[config.mk]
export PLATFORM = sky130hd
export DESIGN_NAME = sync_req_ack_ctrl_flat
export DESIGN_NICKNAME = d
export VERILOG_FILES = /design/src/rtl/sync_req_ack_ctrl_if.sv /design/src/rtl/sync_req_ack_ctrl.sv /design/src/flat_wrapper.sv
export SDC_FILE = /design/constraint.sdc
export NUM_CORES = 1
export LEC_CHECK = 0
export ABC_AREA = 1
export CAP_MARGIN = 10
export CORE_MARGIN = 3
export CORE_UTILIZATION = 47
export DETAILED_ROUTE_END_ITERATION = 10
export PLACE_DENSITY_LB_ADDON = 0.12
export RECOVER_POWER = 50
export SLEW_MARGIN = 15
export SYNTH_ARGS = -nofsm -noshare
export SYNTH_HDL_FRONTEND = slang
export SYNTH_SLANG_ARGS = --single-unit
[constraint.sdc]
create_clock -name clk_i -period 3.3 [get_ports clk_i]
set_clock_uncertainty 0.1 [all_clocks]
set_input_delay 0.33 -clock clk_i [delete_from_list [all_inputs] [get_ports clk_i]]
set_output_delay 0.33 -clock clk_i [all_outputs]
set_load 0.02 [all_outputs]
[src/rtl/sync_req_ack_ctrl_if.sv]
// Upstream valid/ready payload port plus 4-phase req/ack link for sync_req_ack_ctrl.
// timeout_o exists only when SYNC_REQ_ACK_CTRL_TIMEOUT_EN is defined.
interface sync_req_ack_ctrl_if #(
    parameter int DATA_WIDTH = 32
);
    logic                  valid_i;
    logic                  ready_o;
    logic [DATA_WIDTH-1:0] data_i;
    logic                  async_req_o;
    logic                  async_ack_i;
    logic [DATA_WIDTH-1:0] async_data_o;
    logic                  busy_o;
`ifdef SYNC_REQ_ACK_CTRL_TIMEOUT_EN
    logic                  timeout_o;
`endif

    // Controller side
    modport slave (
        input  valid_i, data_i, async_ack_i,
`ifdef SYNC_REQ_ACK_CTRL_TIMEOUT_EN
        output timeout_o,
`endif
        output ready_o, async_req_o, async_data_o, busy_o
    );

    // Upstream producer together with the remote acknowledger
    modport master (
        output valid_i, data_i, async_ack_i,
`ifdef SYNC_REQ_ACK_CTRL_TIMEOUT_EN
        input  timeout_o,
`endif
        input  ready_o, async_req_o, async_data_o, busy_o
    );
endinterface

[src/rtl/sync_req_ack_ctrl.sv]
// 4-phase request/acknowledge source: accepts one payload, holds it on flops and
// handshakes it to a remote domain. Optional timeout: SYNC_REQ_ACK_CTRL_TIMEOUT_EN.
module sync_req_ack_ctrl #(
    parameter int STAGES         = 2,
    parameter int DATA_WIDTH     = 32,
    parameter int TIMEOUT_CYCLES = 1024
) (
    input logic                clk_i,
    input logic                rst_i,
    sync_req_ack_ctrl_if.slave bus
);
    typedef enum logic [1:0] {
        IDLE   = 2'd0,
        REQ_HI = 2'd1,
        REQ_LO = 2'd2
    } state_t;

    state_t                r_state;
    logic [STAGES-1:0]     r_sync;
    logic                  r_req;
    logic [DATA_WIDTH-1:0] r_data;
    logic                  w_ack_s;
    logic                  w_ready;
    logic                  w_xfer;
    logic                  w_timeout;

    assign w_ack_s = r_sync[STAGES-1];
    // A stale ack left over from an aborted handshake blocks new transfers.
    assign w_ready = (r_state == IDLE) && !w_ack_s && !rst_i;
    assign w_xfer  = bus.valid_i && w_ready;

    // Ack synchronizer chain; the last stage is the only one the FSM looks at
    always_ff @(posedge clk_i) begin
        if (rst_i) begin
            r_sync <= '0;
        end else begin
            r_sync <= {r_sync[STAGES-2:0], bus.async_ack_i};
        end
    end

`ifdef SYNC_REQ_ACK_CTRL_TIMEOUT_EN
    localparam logic [15:0] TO_LAST = 16'(TIMEOUT_CYCLES - 1);

    logic [15:0] r_to_cnt;
    logic        r_timeout;

    // A handshake completing on the limit cycle wins over the timeout.
    assign w_timeout = (r_state != IDLE) && (r_to_cnt == TO_LAST) &&
                       !((r_state == REQ_LO) && !w_ack_s);

    // Handshake duration counter, parked at zero while idle
    always_ff @(posedge clk_i) begin
        if (rst_i) begin
            r_to_cnt <= 16'd0;
        end else if ((r_state == IDLE) || w_timeout) begin
            r_to_cnt <= 16'd0;
        end else begin
            r_to_cnt <= r_to_cnt + 16'd1;
        end
    end

    // Single-cycle timeout pulse
    always_ff @(posedge clk_i) begin
        if (rst_i) begin
            r_timeout <= 1'b0;
        end else begin
            r_timeout <= w_timeout;
        end
    end

    assign bus.timeout_o = r_timeout;
`else
    assign w_timeout = 1'b0;
`endif

    // Handshake FSM; request and payload are registered alongside the state
    always_ff @(posedge clk_i) begin
        if (rst_i) begin
            r_state <= IDLE;
            r_req   <= 1'b0;
            r_data  <= '0;
        end else begin
            case (r_state)
                IDLE: begin
                    if (w_xfer) begin
                        r_state <= REQ_HI;
                        r_req   <= 1'b1;
                        r_data  <= bus.data_i;
                    end
                end
                REQ_HI: begin
                    if (w_timeout) begin
                        r_state <= IDLE;
                        r_req   <= 1'b0;
                    end else if (w_ack_s) begin
                        r_state <= REQ_LO;
                        r_req   <= 1'b0;
                    end
                end
                REQ_LO: begin
                    if (!w_ack_s || w_timeout) begin
                        r_state <= IDLE;
                    end
                end
                default: begin
                    r_state <= IDLE;
                    r_req   <= 1'b0;
                end
            endcase
        end
    end

    assign bus.ready_o      = w_ready;
    assign bus.busy_o       = (r_state != IDLE) && !rst_i;
    assign bus.async_req_o  = r_req;
    assign bus.async_data_o = r_data;

endmodule
[src/flat_wrapper.sv]
// flat-port wrapper written by rule: the top's interface ports become plain ports
module sync_req_ack_ctrl_flat 
#(
    parameter int STAGES         = 2,
    parameter int DATA_WIDTH     = 32,
    parameter int TIMEOUT_CYCLES = 1024
)
  (clk_i, rst_i, bus_valid_i, bus_data_i, bus_async_ack_i, bus_ready_o, bus_async_req_o, bus_async_data_o, bus_busy_o);
  sync_req_ack_ctrl_if #(.DATA_WIDTH(DATA_WIDTH)) bus_i ();
  input logic clk_i;
  input logic rst_i;
  input wire logic [$bits(bus_i.valid_i)-1:0] bus_valid_i;
  input wire logic [$bits(bus_i.data_i)-1:0] bus_data_i;
  input wire logic [$bits(bus_i.async_ack_i)-1:0] bus_async_ack_i;
  output wire logic [$bits(bus_i.ready_o)-1:0] bus_ready_o;
  output wire logic [$bits(bus_i.async_req_o)-1:0] bus_async_req_o;
  output wire logic [$bits(bus_i.async_data_o)-1:0] bus_async_data_o;
  output wire logic [$bits(bus_i.busy_o)-1:0] bus_busy_o;
  assign bus_i.valid_i = bus_valid_i;
  assign bus_i.data_i = bus_data_i;
  assign bus_i.async_ack_i = bus_async_ack_i;
  assign bus_ready_o = bus_i.ready_o;
  assign bus_async_req_o = bus_i.async_req_o;
  assign bus_async_data_o = bus_i.async_data_o;
  assign bus_busy_o = bus_i.busy_o;
  sync_req_ack_ctrl #(.STAGES(STAGES), .DATA_WIDTH(DATA_WIDTH), .TIMEOUT_CYCLES(TIMEOUT_CYCLES)) u_core (.clk_i(clk_i), .rst_i(rst_i), .bus(bus_i));
endmodule
==> results.py, run 1 <==
metrics = {
    "run_status": {
        "run_status": "completed",
    },
    "critical_path": {
        "r2r_start": "u_core.r_state[1]",
        "max_stage_delay_ns": 0.66,
        "critPathKind": "in2out",
        "crit_fanout": 6,
        "rrSetupSlack_ns": 1.18,
        "crit_family": "buffers and inverters",
        "start_kind": "input pin",
        "crit_slowest_cell": "clkdlybuf4s50_1",
        "crit_start": "rst_i",
        "worstPathArrival_ns": 1.90,
        "critical_path_buf_inv_count": 2,
        "end_kind": "primary output",
        "cp.required_ns": 2.87,
        "crit_chain": "dlygate4sd3_1 > nor4_1 > clkdlybuf4s50_1",
    },
    "synthesis": {
        "ys_types": 17,
        "syn_nets": 332,
        "syn_inst": 296,
        "yosys.cell_count.top_type": "inv_1",
        "synth_edf_count": 0,
        "synth_top_area_frac": 0.402,
        "ys_warn_count": 0,
        "yosys.area.top_type": "dfxtp_1",
        "async_reset_ff_frac": 0,
        "synthTopCellsByArea": "dfxtp_1 (40%), inv_1 (20%), nand2_1 (13%)",
        "yosys-top-cells-count": "inv_1 (98), nand2_1 (65), dfxtp_1 (37)",
        "avgSynthCellArea_um2": 6.22,
        "ys_seq_area_frac": 0.402,
        "synth_seq_cells": 37,
        "netlist_area_um2": 1840,
        "synth-main-ff-cell": "dfxtp_1",
    },
    "floorplan": {
        "die_h_um": 68.6,
        "dieArea_um2": 4710,
        "rows": 22,
        "placeableCoreArea_um2": 3720,
        "pin_count": 71,
        "start_util": 0.496,
        "die_width_um": 68.6,
    },
    "route": {
        "vias": 1808,
        "wire_per_inst_um": 9.74,
        "drtIter0Drc": 122,
        "avgViaCountPerCell": 4.42,
        "postRouteAntennaNets": 0,
        "dr.pass1.iters": 4,
        "drc_errors": 0,
        "routed_wl_um": 3990,
    },
    "clocking": {
        "cts_max_level": 2,
        "cts-hold-fix-buffers": 0,
        "cts_sinks": 37,
        "cts.clk_slew.worst_paths_ns": 0.06,
        "root_buffer": "clkbuf_8",
        "insertion_delay_ns": 0.28,
        "post_cts_resize_count": 0,
        "cts_buffer_depth": 2,
        "cts_tree": "yes",
        "numCtsBuffers": 5,
        "cts_setup_buffers": 0,
    },
    "flow_run": {
        "cap_violations": 0,
    },
    "power": {
        "clock_power_share": 0.296,
        "seqPwrFrac": 0.464,
        "p_int_mw": 0.760,
        "irDropWorstVdd_mv": 0.246,
        "powerDensity_nw_per_um2": 401,
        "cellLeakagePower_nw": 1.45,
        "swShare": 0.283,
        "p_sw_mw": 0.300,
        "p_comb_frac": 0.240,
    },
    "global_routing": {
        "grt_max_degree": 36,
        "grt_pass1_vias": 1649,
        "grt_pass1_wl_um": 6640,
        "grt_overflow": 0,
        "groute.usage.overall": 0.187,
        "antenna_found_initial": 0,
    },
    "min_path": {
        "min-delay-path-class": "reg2reg",
        "hp-start": "u_core.r_sync[0]",
    },
    "timing": {
        "worstMarginPinSlew_ns": 1.46,
        "slew_viol_final": 0,
        "hold_viol": 0,
        "min_period_over_period": 0.705,
        "finalCriticalPeriod_ns": 2.33,
        "max_freq_mhz": 430,
        "rsz0062_at_grt": "false",
        "finalSetupViolations": 0,
        "finalHoldWorstSlack_ns": 0.303,
        "worst_slew_margin_rel": 0.0255,
        "finalSetupTns_ns": 0,
    },
    "finish": {
        "n_antenna_cell": 0,
        "nets": 397,
        "layout-drive-gt1-share": 0.0388,
        "syn2layout_area_growth_pct": 43.4,
        "final_area_um2": 2640,
    },
    "place": {
        "hpwlAfterDp_um": 2650,
        "placedInstanceArea_um2": 2560,
        "portBuffers": 70,
        "place.gp.congestion": 0.721,
    },
}
-- placed cells by master, fill, tap and decap left out --
cell | synthesis | final
nor4_1 | 1 | 1
buf_4 | 0 | 3
inv_2 | 2 | 2
o211ai_1 | 1 | 1
nand3b_1 | 1 | 1
nand3_2 | 1 | 1
clkbuf_8 | 0 | 6
a21oi_1 | 2 | 2
nand2_1 | 65 | 65
o21ai_0 | 1 | 1
clkbuf_1 | 2 | 2
dlygate4sd3_1 | 0 | 33
dfxtp_1 | 37 | 37
nor2_1 | 36 | 36
clkinv_1 | 1 | 1
nand4_1 | 32 | 32
nor2_4 | 2 | 2
inv_1 | 98 | 98
clkdlybuf4s50_1 | 0 | 37
-- cells by family (layout without fill, tap and decap cells) --
| kind of cell | count (synthesis) | in the layout | synth area share |
|---|---|---|---|
| AOI/OAI and AO/OA | 4 | 4 | 0.0122 |
| buffers and inverters | 117 | 182 | 0.246 |
| DFF | 37 | 37 | 0.402 |
| and+or+nand+nor | 138 | 138 | 0.340 |
-- per-layer routing --
| layer | GRT usage | wire length (µm) | up-vias |
|---|---|---|---|
| met2 | 0.304 | 1760 | 56 |
| met5 | 0 | 0 | - |
| li1 | - | - | 981 |
| met1 | 0.231 | 1870 | 769 |
| met4 | 0.0720 | 20 | 0 |
| met3 | 0.0535 | 332 | 2 |
-- path summary, 6_finish.rpt --
kind / to / depth (start not counted)
setup / recovery: bus_ready_o / 3
hold / removal: u_core.r_sync[1] / 2
setup reg to reg: u_core.bus.async_data_o[30] / 6
hold reg to reg: u_core.r_sync[1] / 2
-- sequential cells by signal, indices dropped and copies added, names as in the netlist --
| name | cells |
|---|---|
| u_core.bus.async_data_o | 32 |
| u_core.bus.async_req_o | 1 |
| u_core.r_state | 2 |
| u_core.r_sync | 2 |
-- final cells by class --
type,count,area [µm²]
Fill cell,329,1070
Sequential cell,37,741
Timing Repair Buffer,74,727
Multi-Input combinational cell,142,648
Inverter,101,379
Clock buffer,7,86.3
Tap cell,48,60.1
-- tightest hold or removal path: cells and delay by family, from the launching register on --
| family | cells | cell delay (ns) |
|---|---|---|
| buf+inv | 1 | 0.04 |
| flops | 1 | 0.30 |
| simple gates | 1 | 0.03 |
-- metrics by stage --
stage	utilization	total power, mW	cells	setup slack, ns
after floorplan	-	0.650	296	1.79
after global placement	0.689	0.765	402	1.07
after detailed placement	0.689	0.768	402	1.04
after CTS	0.712	1.08	409	1.06
after global routing	0.711	1.12	409	0.775
final	0.711	1.06	409	0.973
-- power groups by stage --
stage | Combinational [mW] | Sequential (mW) | Clock [mW]
detailed placement | 0.265 | 0.504 | 0
global route | 0.289 | 0.495 | 0.336
CTS | 0.266 | 0.494 | 0.325
floorplan | 0.114 | 0.536 | 0
finish | 0.254 | 0.492 | 0.313
global placement | 0.262 | 0.503 | 0
No activity file was read; power rests on OpenSTA's default activity.
==> inputs of run 2 (changes only) <==
- CORE_UTILIZATION: 47 -> 44
- clock period: 3.3 -> 2.4 ns (I/O delays scaled with it)
==> results.py, run 2 (synthesis gave the netlist of run 1 again) <==
metrics = {
    "run_status": {
        "run_status": "completed",
    },
    "clocking": {
        "insertion_delay_ns": 0.29,
        "post_cts_resize_count": 0,
        "cts-hold-fix-buffers": 0,
        "cts_max_level": 2,
        "cts_buffer_depth": 2,
        "cts_tree": "yes",
        "root_buffer": "clkbuf_8",
        "cts_setup_buffers": 0,
        "cts.clk_slew.worst_paths_ns": 0.07,
        "cts_sinks": 37,
        "numCtsBuffers": 5,
    },
    "timing": {
        "worstMarginPinSlew_ns": 0.703,
        "slew_viol_final": 0,
        "rsz0062_at_grt": "false",
        "min_period_over_period": 0.867,
        "worst_slew_margin_rel": 0.531,
        "finalCriticalPeriod_ns": 2.08,
        "finalSetupViolations": 0,
        "hold_viol": 0,
        "postLayoutSetupSlackWorst_ns": 0.319,
        "finalSetupTns_ns": 0,
        "max_freq_mhz": 480,
    },
    "place": {
        "portBuffers": 70,
        "hpwlAfterDp_um": 2850,
        "dpl_worst_slack_ns": 0.415,
        "place.gp.congestion": 0.720,
        "dp.cells": 404,
    },
    "floorplan": {
        "pin_count": 71,
        "die_width_um": 70.7,
        "rows": 22,
        "die_h_um": 70.7,
        "dieArea_um2": 5000,
        "start_util": 0.478,
        "placeableCoreArea_um2": 3850,
    },
    "power": {
        "p_sw_mw": 0.429,
        "irDropWorstVdd_mv": 0.387,
        "cellLeakagePower_nw": 1.47,
        "seqPwrFrac": 0.426,
        "swShare": 0.271,
        "clock_power_share": 0.350,
        "p_comb_frac": 0.224,
        "finalPower_mw": 1.59,
        "p_int_mw": 1.16,
        "powerDensity_nw_per_um2": 591,
    },
    "critical_path": {
        "end_kind": "primary output",
        "critPathKind": "in2out",
        "cp.required_ns": 2.06,
        "critical_path_buf_inv_count": 2,
        "worstPathArrival_ns": 1.74,
        "crit_slowest_cell": "clkdlybuf4s50_1",
        "rr_worst_depth": 6,
        "crit_cells": 3,
        "max_stage_delay_ns": 0.65,
        "crit_chain": "dlygate4sd3_1 > nor4_1 > clkdlybuf4s50_1",
        "crit_fanout": 6,
        "crit_family": "buffers and inverters",
        "rrSetupSlack_ns": 0.78,
        "rr_endpoint": "u_core.bus.async_data_o[29]",
        "r2r_start": "u_core.r_state[1]",
        "start_kind": "input pin",
    },
    "global_routing": {
        "grt_pass1_wl_um": 7310,
        "grt_max_degree": 36,
        "groute.usage.overall": 0.181,
        "antenna_found_initial": 0,
        "grt_overflow": 0,
        "grt_pass1_vias": 1686,
    },
    "route": {
        "drtIter0Drc": 73,
        "dr.pass1.iters": 4,
        "postRouteAntennaNets": 0,
        "drc_errors": 0,
        "vias": 1808,
        "avgViaCountPerCell": 4.39,
        "wire_per_inst_um": 10.3,
        "routed_wl_um": 4240,
    },
    "finish": {
        "largest_reg_flops": 32,
        "syn2layout_area_growth_pct": 45.9,
        "layout-drive-gt1-share": 0.0495,
        "nets": 399,
        "n_antenna_cell": 0,
        "final_core_util": 0.697,
        "final_common_cell": "inv_1",
        "layout_common_cells": "inv_1 (98), nand2_1 (65), clkdlybuf4s50_1 (40)",
        "final_cells": 412,
    },
    "min_path": {
        "holdPathEnd": "u_core.r_sync[1]",
        "hp-start": "u_core.r_sync[0]",
        "min_path_cells": 2,
        "min-delay-path-class": "reg2reg",
    },
    "flow_run": {
        "cap_violations": 0,
    },
}
## run 2: how the worst max path moves through the flow
stage	startpoint	endpoint	slack, ns
global route	rst_i	bus_ready_o	0.24
floorplan	u_core.r_state[1]	bus_ready_o	0.98
global placement	rst_i	bus_ready_o	0.43
finish	rst_i	bus_ready_o	0.32
detailed placement	rst_i	bus_ready_o	0.42
CTS	u_core.r_state[1]	bus_busy_o	0.35
## run 2: stage by stage
| stage | area [µm²] | hold WS [ns] |
|---|---|---|
| after floorplan | 1840 | 0.211 |
| final | 2690 | 0.315 |
| after global placement | 2570 | 0.301 |
| after global routing | 2690 | 0.328 |
| after detailed placement | 2570 | 0.306 |
| after CTS | 2690 | 0.319 |
## run 2: layer usage
layer	vias to the layer above	part of all wire	wire [µm]	GRT usage
met5	-	0	0	0
met4	0	0.018	78	0.0731
met3	8	0.084	355	0.0710
met2	56	0.43	1840	0.287
met1	763	0.46	1970	0.218
li1	981	-	-	-
## run 2: power groups by stage
stage	sequential, mW	clock, mW	combinational [mW]
floorplan	0.737	0	0.156
global placement	0.690	0	0.366
detailed placement	0.692	0	0.369
CTS	0.677	0.573	0.371
global route	0.682	0.599	0.395
finish	0.676	0.556	0.355
## run 2: worst reg2reg max path: cells and delay by family (launching register included)
family,cells,cell delay (ns)
flip-flops,1,0.37
buffers and inverters,2,0.33
AND/OR/NAND/NOR,4,0.77
## run 2: cell type report
cell class	instances	area [µm²]
Fill cell	356	1170
Timing Repair Buffer	76	743
Sequential cell	37	741
Multi-Input combinational cell	142	648
Inverter	101	379
Clock buffer	7	86.3
Tap cell	48	60.1
Clock inverter	1	30.0
